## config.mk

```make
export PLATFORM = sky130hd
export DESIGN_NAME = user_core_nmi_arb
export DESIGN_NICKNAME = d
export VERILOG_FILES = /design/src/rtl/user_core_nmi_arb.sv
export SDC_FILE = /design/constraint.sdc
export NUM_CORES = 1
export LEC_CHECK = 0
export CAP_MARGIN = 20
export CORE_ASPECT_RATIO = 1.2
export CORE_MARGIN = 3
export CORE_UTILIZATION = 40
export DETAILED_ROUTE_END_ITERATION = 8
export PLACE_DENSITY_LB_ADDON = 0.08
export SLEW_MARGIN = 20
export SYNTH_ARGS = -nofsm -noshare
export SYNTH_HDL_FRONTEND = slang
export SYNTH_SLANG_ARGS = --single-unit
export TNS_END_PERCENT = 20
```

## constraint.sdc

```tcl
create_clock -name clk_i -period 2.7 [get_ports clk_i]
set_input_delay 0.27 -clock clk_i [delete_from_list [all_inputs] [get_ports clk_i]]
set_output_delay 0.27 -clock clk_i [all_outputs]
set_load 0.02 [all_outputs]
```

## src/rtl/user_core_nmi_arb.sv

```systemverilog
// Round-robin arbiter joining the CPU fetch and load/store channels onto one
// native memory master; one transaction in flight, aborted after TIMEOUT waits.
module user_core_nmi_arb #(
    parameter int unsigned ID      = 5'd31,
    parameter int unsigned TIMEOUT = 256
) (
    input  logic        clk_i,
    input  logic        rst_i,

    input  logic        inst_req_i,
    input  logic [31:0] inst_addr_i,
    output logic [31:0] inst_data_o,
    output logic        inst_ack_o,

    input  logic        data_req_i,
    input  logic [31:0] data_addr_i,
    input  logic [31:0] data_wdata_i,
    input  logic [3:0]  data_wstrb_i,
    input  logic        data_wr_i,
    output logic [31:0] data_rdata_o,
    output logic        data_ack_o,

    output logic        nmi_valid_o,
    input  logic        nmi_ready_i,
    output logic [31:0] nmi_addr_o,
    output logic [31:0] nmi_wdata_o,
    output logic [3:0]  nmi_wstrb_o,
    input  logic [31:0] nmi_rdata_i,

    output logic        timeout_o
);

    localparam logic [15:0] CNT_LAST   = 16'(TIMEOUT - 1);
    localparam logic [31:0] ABORT_DATA = 32'hDEAD_BEEF;

    // ID is a slot tag carried for the integrator; only its range is checked here.
    if (TIMEOUT < 2 || TIMEOUT > 65535 || ID > 31) begin : g_bad_param
        $error("user_core_nmi_arb: TIMEOUT must be 2..65535 and ID must fit 5 bits");
    end

    typedef enum logic [1:0] {
        ST_IDLE,
        ST_BUSY,
        ST_RESP
    } state_t;

    state_t      r_state;
    logic        r_last_data;
    logic        r_sel_data;
    logic [15:0] r_cnt;
    logic        r_valid;
    logic [31:0] r_addr;
    logic [31:0] r_wdata;
    logic [3:0]  r_wstrb;
    logic        r_inst_ack;
    logic        r_data_ack;
    logic [31:0] r_inst_data;
    logic [31:0] r_data_rdata;
    logic        r_timeout;

    logic        w_any_req;
    logic        w_grant_data;
    logic        w_data_write;
    logic [31:0] w_resp_data;

    assign w_any_req    = inst_req_i | data_req_i;
    // On a tie the channel that lost the previous grant wins this one.
    assign w_grant_data = data_req_i & (~inst_req_i | ~r_last_data);
    assign w_data_write = w_grant_data & data_wr_i;
    assign w_resp_data  = nmi_ready_i ? nmi_rdata_i : ABORT_DATA;

    always_ff @(posedge clk_i) begin
        if (rst_i) begin
            r_state      <= ST_IDLE;
            r_last_data  <= 1'b0;
            r_sel_data   <= 1'b0;
            r_cnt        <= '0;
            r_valid      <= 1'b0;
            r_addr       <= '0;
            r_wdata      <= '0;
            r_wstrb      <= '0;
            r_inst_ack   <= 1'b0;
            r_data_ack   <= 1'b0;
            r_inst_data  <= '0;
            r_data_rdata <= '0;
            r_timeout    <= 1'b0;
        end else begin
            case (r_state)
                ST_IDLE: begin
                    if (w_any_req) begin
                        r_state     <= ST_BUSY;
                        r_valid     <= 1'b1;
                        r_sel_data  <= w_grant_data;
                        r_last_data <= w_grant_data;
                        r_cnt       <= '0;
                        r_addr      <= w_grant_data ? data_addr_i : inst_addr_i;
                        r_wdata     <= w_data_write ? data_wdata_i : '0;
                        r_wstrb     <= w_data_write ? data_wstrb_i : '0;
                    end
                end
                ST_BUSY: begin
                    // Ready on the last allowed cycle still completes normally.
                    if (nmi_ready_i || r_cnt == CNT_LAST) begin
                        r_state   <= ST_RESP;
                        r_valid   <= 1'b0;
                        r_timeout <= ~nmi_ready_i;
                        if (r_sel_data) begin
                            r_data_ack   <= 1'b1;
                            r_data_rdata <= w_resp_data;
                        end else begin
                            r_inst_ack  <= 1'b1;
                            r_inst_data <= w_resp_data;
                        end
                    end else begin
                        r_cnt <= r_cnt + 16'd1;
                    end
                end
                ST_RESP: begin
                    r_state    <= ST_IDLE;
                    r_inst_ack <= 1'b0;
                    r_data_ack <= 1'b0;
                    r_timeout  <= 1'b0;
                end
                default: r_state <= ST_IDLE;
            endcase
        end
    end

    assign nmi_valid_o  = r_valid;
    assign nmi_addr_o   = r_addr;
    assign nmi_wdata_o  = r_wdata;
    assign nmi_wstrb_o  = r_wstrb;
    assign inst_ack_o   = r_inst_ack;
    assign data_ack_o   = r_data_ack;
    assign inst_data_o  = r_inst_data;
    assign data_rdata_o = r_data_rdata;
    assign timeout_o    = r_timeout;

endmodule

```

# Word level (Yosys, flattened, before mapping)
# Index checks and enable logic that the tools add are counted.
# W data, S select, Z words.
# word_totals
reg_bits	155
out_inout_bits	136
# op_classes
n_eq_ne	8
n_addsub	1
bitwise_logic	7
reduce_logical	13
mux	21
# op_table
cell	n
$mux W32	3
$mux W16	2
$pmux W16 S2	1
$reduce_and A3 Y1	6
$add A16 B1 Y16 const B	1
$eq A16 B8 Y1 const B	1
$ne A2 B2 Y1 const B	5
$pmux W1 S2	4
$mux W1	7
$reduce_and A2 Y1	3
$mux W2	2
$mux W4	1
$pmux W2 S2	1
$reduce_bool A2 Y1	2
$not A1 Y1	3
$and A1 B1 Y1	2
$eq A2 B1 Y1 const B	1
$eq A2 B2 Y1 const B	1
$logic_not A2 Y1	1
$or A1 B1 Y1	2
$logic_or A1 B1 Y1	1

# Logic depth before layout (Yosys ltp)
# Gate-level depths: netlist of the first run.
# logic_depth
word_depth	5
mapped_depth	9
mapped_depth_nobuf	6

# Worst setup path after synthesis of the first run
# Ideal clock, no wire load.
# synth_path
path_kind	register to register
startpoint	reg r_cnt[9]
endpoint	reg r_data_rdata[29] (netlist: data_rdata_o[29])
path_slack_ns	0.480
path_buffers	3
synth_period_minus_slack_ns	2.220
path_stages_with_launch	9
setup_time_ns	0.128
arrival_time_ns	2.093
cell_sequence	dfxtp_1 or4_1 o41a_1 buf_6 or3_1 buf_6 buf_6 a32oi_1 nor2_1
# synth_between
elab_chain_len	3
# synth_lines
item	line	source
start, declared	50	logic [15:0] r_cnt;
start signal, assigned	115	r_cnt <= r_cnt + 16'd1;
$eq A16 B8 Y1	103	if (nmi_ready_i || r_cnt == CNT_LAST) begin
$logic_or A1 B1 Y1	103	
$reduce_and A3 Y1 (no source line)	-	
end signal, assigned	109	r_data_rdata <= w_resp_data;
end, declared	58	logic [31:0] r_data_rdata;
# No other way between the ends.
# A chain may end at the register's enable or synchronous reset.

# Worst setup path in the final report of the first run
# layout_path
startpoint	reg r_cnt[9]
endpoint	reg r_data_rdata[31] (netlist: data_rdata_o[31])
# Same word-level chain as after synthesis.

==> metrics.txt, run 1 <==
hpwl dp=roughly 14000 um; CP max FO=28; slowest stage delay, CP=~0.53 ns; register area share after synthesis=between 50 and 60%; final count of hold timing violations=0; slowest CP cell=or4_1; H-tree levels=4; CP Launch Point=r_cnt[9]; Max-Cap Viols=0; Post-synth EDFFs=0; worst endpoint required time=approximately 3 ns; vias in the first global route=around 6000; Slew Viols, Final=0; Final Power=5.97 mW; first-pass GRT wire length=30800 um; CP Launch Type=flip-flop; total number of yosys warnings=0; fraction of layout cells with a size suffix above 1=under 10%; Synth cell types=38; leakage=3.44 nW; fillers=1238; Post-CTS Setup Bufs=0; Clock Tree Buf Depth=2; HP Start=rst_i; Initial Utilization=41.6%; fmax=just over 400 MHz; met3 Resource Use GR=under 10%; Critical Path Sink Type=flip-flop; Routed WL=between 15000 and 20000 um; CTS tree=yes; area of the core=14700 um2; sequential standard cell area=3100 um2; Slew HR=between 40 and 50%; Worst Path Buf+Inv=1; gr busiest metal=met2; drt pass-1 iters=5; status=complete, no violations; DIE WIDTH=119 um; diodes inserted=0; starting DRC count in detailed routing=between 300 and 400; HP Class=input port to flip-flop; RePlAce Congestion=roughly 0.86; met1 Track Usage GR=26.4%; Yosys reg bits=about 160; Resize count post-CTS=0; antenna viol nets, final=0; Worst Hold Slack=between 0.2 and 0.3 ns; Post-route DRC=0; remaining global-route overflow=0; RSZ-0062 raised after global routing=false; Net Count, Synth=794; nets=between 1000 and 1500; Critical Path AT=around 2.8 ns; cells along the critical path=or4_1 > o41a_1 > or3_2 > buf_12 > a221oi_1; final setup violation count=0; fin crit period=2.46 ns; R2R Path Start=r_cnt[9]; Post-Syn Area=between 6000 and 7000 um2; Num CTS Buffers=17; via count=5835; Setup TNS Final=0 ns; largest net degree at the start of global routing=approximately 140; Reg clk slew, reported paths=approximately 0.060 ns; Setup Skew=0.0139 ns; Die ar.=16800 um2; Top Ports=approximately 270; post-synthesis async set-or-reset flop share=0%; Synth Instances=between 600 and 700; clk root buf=clkbuf_16; Worst-Skew Late Latency=slightly above 0.4 ns; Least-Margin Pin Slew=0.743 ns; initial antenna violation count=0; CP Class=flip-flop to flip-flop; Pwr per Cell Area=626 nW/um2; Area growth syn-to-layout=56.5%; Sink Count=155; mean post-synth cell area=approximately 9.3 um2; Port Buffers=273; Core Rows=48; per-cell routed wire length=~17 um; hold buffers post-CTS=0; multi-input logic area=2640 um2; fin crit share=91.1%; met2 Use GR=about two fifths; die height=141 um; vias per cell=roughly 5.2; ys flop type=dfxtp_1; gr usage total=between 20% and 30%; critical path's top delay family=simple AND/OR/NAND/NOR gates; maximum VDD drop=between 300 and 400 uV
## layer usage
layer  vias up  share of wire, %  wire length [um]
met5         -                 0                 0
met4         0               1.6               308
met3        22               7.9              1530
met2       223                52              9990
met1      2744                39              7480
li1       2846                 -                 -
## cells in the mapped netlist, types with 3 or more instances
| master | count | area (um2) |
|---|---|---|
| nor2_1 | 143 | 537 |
| mux2i_1 | 32 | 320 |
| buf_2 | 3 | 15.0 |
| buf_6 | 3 | 33.8 |
| nand3_1 | 15 | 75.1 |
| o21ai_0 | 29 | 145 |
| a221oi_2 | 21 | 315 |
| a211oi_1 | 58 | 435 |
| inv_1 | 26 | 97.6 |
| a221oi_1 | 3 | 26.3 |
| nand2_1 | 12 | 45.0 |
| a31oi_1 | 5 | 31.3 |
| buf_1 | 7 | 26.3 |
| and3_1 | 6 | 37.5 |
| a21oi_1 | 19 | 95.1 |
| a32oi_1 | 8 | 70.1 |
| nand2b_1 | 5 | 31.3 |
| clkbuf_1 | 42 | 158 |
| nand4_1 | 6 | 37.5 |
| a22oi_1 | 36 | 270 |
| dfxtp_1 | 155 | 3100 |
## final cells by class
cell class / instances / share of cell area (%)
timing repair buffer: 287 / 30.0
inverter: 26 / 1.02
sequential: 155 / 32.5
multi-input combinational: 417 / 27.7
clock inverter: 14 / 1.68
tap: 200 / 2.62
clock buffer: 18 / 4.50
## final timing paths
path	to	slack (ns)	depth (start not counted)
max	data_rdata_o[31]	0.24	5
min	r_cnt[6]	0.26	4
max reg2reg	data_rdata_o[31]	0.24	5
min reg2reg	data_ack_o	0.45	2
## flip-flops by register name (all words and copies together) (netlist names), 2 cells and up
name	count
r_cnt	16
nmi_wstrb_o	4
nmi_addr_o	32
inst_data_o	32
r_state	2
nmi_wdata_o	32
data_rdata_o	32
## cells by family (layout without fill, tap and decap cells)
| kind of cell | Yosys count | after routing | synth area share, % |
|---|---|---|---|
| multiplexers | 32 | 32 | 5.25 |
| AND/OR/NAND/NOR | 197 | 197 | 13.8 |
| flip-flops | 155 | 155 | 50.9 |
| buffers and inverters | 83 | 345 | 6.07 |
| adder cells (fa/ha/maj) | 1 | 1 | 0.205 |
| AO/OA/AOI/OAI | 187 | 187 | 23.8 |
## cells in the final DEF, fill, tap and decap left out, types with 2 or more instances in the layout
cell type          n
clkdlybuf4s50_1  272
dfxtp_1          154
nor2_1           143
a211oi_1          58
a22oi_1           36
mux2i_1           32
o21ai_0           29
inv_1             26
a221oi_2          21
a21oi_1           19
clkbuf_16         17
nand3_1           15
buf_4             13
nand2_1           12
a32oi_1            8
and3_1             6
nand4_1            6
nand2b_1           5
a31oi_1            5
a221oi_1           3
inv_6              3
clkinv_4           3
or4_1              2
and2_1             2
bufinv_16          2
inv_8              2
clkinvlp_4         2
clkinv_2           2
buf_12             2
## metrics by stage
step,util [%],instances,worst slack (ns),cell area (um2)
after floorplan,-,655,0.480,6100
after global placement,61.1,1085,0.366,8960
after detailed placement,61.1,1085,0.335,8960
after CTS,65.1,1117,0.229,9550
after global routing,65.1,1117,0.142,9550
final,65.1,1117,0.239,9550
## power breakdown
| part | internal, mW | switching, mW |
|---|---|---|
| clock | 1.38 | 0.979 |
| sequential | 2.42 | 0.0797 |
| combinational | 0.544 | 0.569 |
## worst register-to-register path: cells and delay by family (launching register included)
kind            cells  cell delay, ns
simple gates        2            1.05
compound gates      2            0.73
flops               1            0.36
buf+inv             1            0.22
Note: power is estimated with default switching activity, not from simulation.
==> inputs of run 2 (changes only) <==
--- a/config.mk
+++ b/config.mk
@@ -7,10 +7,10 @@
 export LEC_CHECK = 0
 export CAP_MARGIN = 20
 export CORE_ASPECT_RATIO = 1.2
-export CORE_MARGIN = 3
-export CORE_UTILIZATION = 40
+export CORE_UTILIZATION = 38
 export DETAILED_ROUTE_END_ITERATION = 8
 export PLACE_DENSITY_LB_ADDON = 0.08
+export SETUP_SLACK_MARGIN = 0.5
 export SLEW_MARGIN = 20
 export SYNTH_ARGS = -nofsm -noshare
 export SYNTH_HDL_FRONTEND = slang
==> constraint.sdc (replaced) <==
create_clock -name clk_i -period 2.2 [get_ports clk_i]
set_input_delay 0.22 -clock clk_i [delete_from_list [all_inputs] [get_ports clk_i]]
set_output_delay 0.22 -clock clk_i [all_outputs]
set_load 0.02 [all_outputs]
==> run 2 against run 1 <==
  * The flow now finishes with violations (negative setup slack)
  * Largest cell class is now buffers
  * Via count increased by 3.0%
  * Worst hold slack got worse by 0.13 ns
  * Setup slack worse by 0.25 ns
  * Non-clock buffer count grew 19
  * Total power rose by 27%
  * Wire length rose by 4.1%
  * Sequential power up 22%
  * Critical path depth rose by 3
==> metrics.txt, run 2 (synthesis results as in run 1) <==
status=complete, but fails checks (was complete, no violations); failing checks=negative setup slack; Slew Viols, Final=0 (unchanged); antenna viol nets, final=0 (unchanged); first-pass GRT wire length=31100 um (was 30800 um); initial antenna violation count=0 (unchanged); final setup violation count=6 (was 0); hpwl dp=13800 um (was 13900 um); Core Rows=50 (was 48); Top Ports=274 (unchanged); HP Class=input port to flip-flop (unchanged); H-tree levels=4 (unchanged); drt pass-1 iters=7 (was 5); fin crit share=101% (was 91.1%); Port Buffers=273 (unchanged); diodes inserted=0 (unchanged); RSZ-0062 raised after global routing=true (was false); slowest CP cell=or4_4 (was or4_1); max layer used=met4 (unchanged); WL met1=7460 um (was 7480 um); most common cell after layout, fill and taps aside=clkdlybuf4s50_1 (unchanged); Initial Utilization=39.0% (was 41.6%); sequential share of power=40.5% (was 41.8%); Setup Skew=0.0103 ns (was 0.0139 ns); remaining global-route overflow=0 (unchanged); area of the core=15600 um2 (was 14700 um2); die height=141 um (about the same); Clock Tree Buf Depth=2 (unchanged); Setup TNS Final=-0.0330 ns (was 0 ns); fmax=452 MHz (was 406 MHz); multi-input logic area=2830 um2 (was 2640 um2); CP Class=flip-flop to flip-flop (unchanged); post-place instance area=9110 um2 (was 8960 um2); slowest stage delay, CP=0.52 ns (was 0.53 ns); Slew HR=51.9% (was 49.8%); starting DRC count in detailed routing=290 (was 360); Num CTS Buffers=17 (unchanged); Pwr per Cell Area=755 nW/um2 (was 626 nW/um2); fraction of layout cells with a size suffix above 1=14.0% (was 7.96%); most frequent CP cell=buf_6; worst endpoint required time=2.53 ns (was 3.00 ns); leakage=3.63 nW (was 3.44 nW); CTS tree=yes (unchanged); Psw=2.00 mW (was 1.63 mW); Area growth syn-to-layout=64.3% (was 56.5%); CP Launch Type=flip-flop (unchanged); Design Area, Final=10000 um2 (was 9550 um2); Sink Count=155 (unchanged); switching part of the total=26.5% (was 27.3%); largest net degree at the start of global routing=131 (was 143); DIE WIDTH=118 um (was 119 um); Max-Cap Viols=0 (unchanged); gr usage total=23.8% (was 22.6%); clock power share=39.9% (was 39.6%); WL met3=1540 um (was 1530 um); sequential standard cell area=3110 um2 (was 3100 um2); RePlAce Congestion=0.858 (was 0.856); nets=1063 (was 1043); fillers=1332 (was 1238); clk root buf=clkbuf_16 (unchanged); leading cell types in the layout, fill and taps excluded=clkdlybuf4s50_1 (272), dfxtp_1 (153), nor2_1 (133) (was clkdlybuf4s50_1 (272), dfxtp_1 (154), nor2_1 (143)); maximum VDD drop=443 uV (was 335 uV); Critical Path AT=2.54 ns (was 2.76 ns); Least-Margin Pin Slew=0.711 ns (was 0.743 ns); Routed WL=20100 um (was 19300 um); Cell Int Power=5.56 mW (was 4.35 mW); vias in the first global route=6038 (was 5858); Critical Path Sink Type=flip-flop (unchanged); Die ar.=16600 um2 (was 16800 um2); vias per cell=5.25 (was 5.22); fin crit period=2.21 ns (was 2.46 ns); fin worst setup slack=-0.0135 ns (was 0.239 ns); Worst Path Buf+Inv=3 (was 1); Final Power=7.57 mW (was 5.97 mW); cells along the critical path=or4_4 > o41a_1 > buf_6 > nor3_4 > buf_6 > buf_8 > nor2_1 > a211oi_1 (was or4_1 > o41a_1 > or3_2 > buf_12 > a221oi_1); CP max FO=7 (was 28); Worst R2R Setup Slack=-0.01 ns (was 0.24 ns); Met2 Wirelength=10500 um (was 9990 um); Reg clk slew, reported paths=0.06 ns (about the same); placed cell count=1105 (was 1085); per-cell routed wire length=17.6 um (was 17.3 um); Worst-Skew Late Latency=0.42 ns (was 0.41 ns); Post-route DRC=0 (unchanged); critical path's top delay family=simple AND/OR/NAND/NOR gates (unchanged); via count=6011 (was 5835); Combinational Power Share=19.6% (was 18.6%); final count of hold timing violations=0 (unchanged); final non-filler cell total=1144 (was 1117)
-- run 2: what timing repair did --
action,4_1_cts,5_1_grt
hold buffers,0,0
gates resized for setup,24,32
buffers inserted,0,3
pin swaps,13,32
gates cloned,2,3
setup endpoints to repair,86,131
-- run 2: power by group through the flow --
| stage | registers [mW] | logic [mW] | clock network [mW] |
|---|---|---|---|
| after CTS | 3.06 | 1.44 | 3.07 |
| after global placement | 3.11 | 1.39 | 0 |
| after detailed placement | 3.12 | 1.41 | 0 |
| final | 3.06 | 1.48 | 3.02 |
| after floorplan | 3.30 | 0.497 | 0 |
| after global routing | 3.08 | 1.58 | 3.20 |
-- run 2: area by class of cell --
type	instances	share of cell area [%]
Inverter	26	0.974
Multi-Input combinational cell	418	28.2
Clock inverter	10	1.40
Tap cell	208	2.60
Timing Repair Buffer	306	31.2
Sequential cell	155	31.0
Clock buffer	21	4.69
-- run 2: routing by layer --
metal,vias up,GRT usage (%)
met5,-,0
met4,0,9.18
met3,41,8.29
met2,245,42.9
met1,2836,25.3
li1,2889,-
-- run 2: worst paths after layout --
kind               from              end  depth (start not counted)
max           r_cnt[13]  inst_data_o[12]                          8
max reg2reg   r_cnt[13]  inst_data_o[12]                          8
min               rst_i  inst_data_o[14]                          2
min reg2reg  data_ack_o       data_ack_o                          2
-- run 2: metrics by stage --
step	hold WS, ns	setup WS, ns	util [%]
floorplan	0.336	-0.0193	-
global placement	0.447	-0.0867	58.2
detailed placement	0.455	-0.132	58.2
CTS	0.113	-0.0384	62.7
global route	0.125	-0.135	64.1
finish	0.125	-0.0135	64.1
==> inputs of run 3 (changes only) <==
--- a/config.mk
+++ b/config.mk
@@ -10,7 +10,6 @@
 export CORE_UTILIZATION = 38
 export DETAILED_ROUTE_END_ITERATION = 8
 export PLACE_DENSITY_LB_ADDON = 0.08
-export SETUP_SLACK_MARGIN = 0.5
 export SLEW_MARGIN = 20
 export SYNTH_ARGS = -nofsm -noshare
 export SYNTH_HDL_FRONTEND = slang
==> run 3 against run 2 <==
  * The run still ends with negative setup slack left
  * Utilization is 1.1 points lower
  * First-iteration DRC count is 5.5% lower
  * Clock power hardly changed
  * Critical path type unchanged
  * Largest power group unchanged
==> metrics.txt, run 3 (synthesis results as in run 1) <==
critical path's top delay family=simple AND/OR/NAND/NOR gates (unchanged); RePlAce Congestion=0.827 (was 0.858); H-tree levels=4 (unchanged); leading cell types in the layout, fill and taps excluded=clkdlybuf4s50_1 (272), dfxtp_1 (152), nor2_1 (142) (was clkdlybuf4s50_1 (272), dfxtp_1 (153), nor2_1 (133)); Worst Hold Slack=0.222 ns (was 0.125 ns); diodes inserted=0 (unchanged); final count of hold timing violations=0 (unchanged); most common cell after layout, fill and taps aside=clkdlybuf4s50_1 (unchanged); WL met1=7390 um (was 7460 um); final non-filler cell total=1140 (was 1144); Setup TNS Final=-0.0355 ns (was -0.0330 ns); Setup Skew=0.0113 ns (was 0.0103 ns); post-route core utilization=63.0% (was 64.1%); CP Launch Type=flip-flop (unchanged); Max-Cap Viols=0 (unchanged); Worst Path Buf+Inv=1 (was 3); placed cell count=1105 (unchanged); vias in the first global route=5845 (was 6038); per-cell routed wire length=16.9 um (was 17.6 um); hpwl dp=13500 um (was 13800 um); worst endpoint required time=2.53 ns (about the same); fraction of layout cells with a size suffix above 1=10.5% (was 14.0%); clk root buf=clkbuf_16 (unchanged); cells along the critical path=or4_4 > o41a_1 > or3_4 > buf_12 > a221oi_2 (was or4_4 > o41a_1 > buf_6 > nor3_4 > buf_6 > buf_8 > nor2_1 > a211oi_1); Routed WL=19300 um (was 20100 um); first-pass GRT wire length=30300 um (was 31100 um); max layer used=met4 (unchanged); antenna viol nets, final=0 (unchanged); initial antenna violation count=0 (unchanged); WL met3=1560 um (was 1540 um); Critical Path Sink Type=flip-flop (unchanged); Sink Count=155 (unchanged); CP max FO=7 (unchanged); Area growth syn-to-layout=61.5% (was 64.3%); failing checks=negative setup slack (unchanged); RSZ-0062 raised after global routing=true (unchanged); fmax=452 MHz (about the same); Initial Utilization=39.0% (unchanged); Pwr per Cell Area=760 nW/um2 (was 755 nW/um2); starting DRC count in detailed routing=274 (was 290); Reg clk slew, reported paths=0.06 ns (about the same); Clock Tree Buf Depth=2 (unchanged); slowest stage delay, CP=0.52 ns (about the same); die height=141 um (unchanged); fillers=1320 (was 1332); Slew HR=50.2% (was 51.9%); drt pass-1 iters=6 (was 7); CP Class=flip-flop to flip-flop (unchanged); fin crit period=2.21 ns (about the same); Top Ports=274 (unchanged); nets=1058 (was 1063); DIE WIDTH=118 um (unchanged); remaining global-route overflow=0 (unchanged); maximum VDD drop=399 uV (was 443 uV); Critical Path AT=2.54 ns (about the same); via count=5877 (was 6011); gr usage total=23.1% (was 23.8%); leakage=3.56 nW (was 3.63 nW); Core Rows=50 (unchanged); area of the core=15600 um2 (unchanged); fin crit share=101% (about the same); Met2 Wirelength=9890 um (was 10500 um); status=complete, but fails checks (unchanged); fin worst setup slack=-0.0146 ns (was -0.0135 ns); Final Power=7.48 mW (was 7.57 mW); largest net degree at the start of global routing=143 (was 131); Num CTS Buffers=17 (unchanged); Worst-Skew Late Latency=0.42 ns (about the same); Least-Margin Pin Slew=0.747 ns (was 0.711 ns); Slew Viols, Final=0 (unchanged); final setup violation count=4 (was 6); vias per cell=5.16 (was 5.25); slowest CP cell=or4_4 (unchanged); Die ar.=16600 um2 (unchanged); Port Buffers=273 (unchanged); HP Class=input port to flip-flop (unchanged); Post-route DRC=0 (unchanged); CTS tree=yes (unchanged)
## run 3: cell count changes in the layout (fill, tap and decap cells not counted), sizes merged
cell | previous run | this run
inv | 27 | 28
clkinvlp | 3 | 5
buf | 32 | 29
clkbuf | 23 | 20
nand2b | 6 | 5
## run 3: cell type report
class | count | area, um2 | share of cell area (%)
multi-input cells | 417 | 2700 | 27.4
flip-flops and latches | 155 | 3110 | 31.5
clock buffers | 19 | 443 | 4.50
inverters | 26 | 97.6 | 0.991
repair buffers | 302 | 3070 | 31.2
clock inverters | 13 | 168 | 1.70
well taps | 208 | 260 | 2.64
## run 3: worst paths after layout
kind,start,end,slack [ns],cells after the start
worst min register to register,r_cnt[15],r_cnt[15],0.45,1
worst max-delay path,r_cnt[15],data_rdata_o[31],-0.01,5
worst max register to register,r_cnt[15],data_rdata_o[31],-0.01,5
worst min-delay path,rst_i,r_cnt[6],0.22,4
## run 3: worst reg2reg max path, stage by stage, from the launching register on
cell and delay, ns:
dfxtp_2 0.32, or4_4 0.52, o41a_1 0.42, or3_4 0.42
buf_12 0.18, a221oi_2 0.26
## run 3: metal layers
metal | up-vias | track usage, %
met5 | - | 0
met1 | 2738 | 25.3
met4 | 0 | 9.31
met2 | 238 | 40.4
li1 | 2877 | -
met3 | 24 | 8.54
## run 3: what timing repair did
item,CTS,global route
setup buffers,0,0
setup endpoints to repair,40,67
hold buffers,0,0
gates cloned,1,2
pin swaps,0,2
gates resized for setup,3,21
## run 3: per-stage QoR
step | area [um2] | setup slack [ns]
finish | 9850 | -0.0146
global route | 9850 | -0.0925
CTS | 9750 | -0.0163
detailed placement | 9110 | -0.0917
global placement | 9110 | -0.0562
floorplan | 6100 | -0.0193
## run 3: power by group
group	internal (mW)	leakage, nW	switching, mW	total (mW)
Combinational	0.696	2.01	0.714	1.41
Sequential	2.97	1.27	0.0983	3.07
Clock	1.82	0.282	1.18	3.01
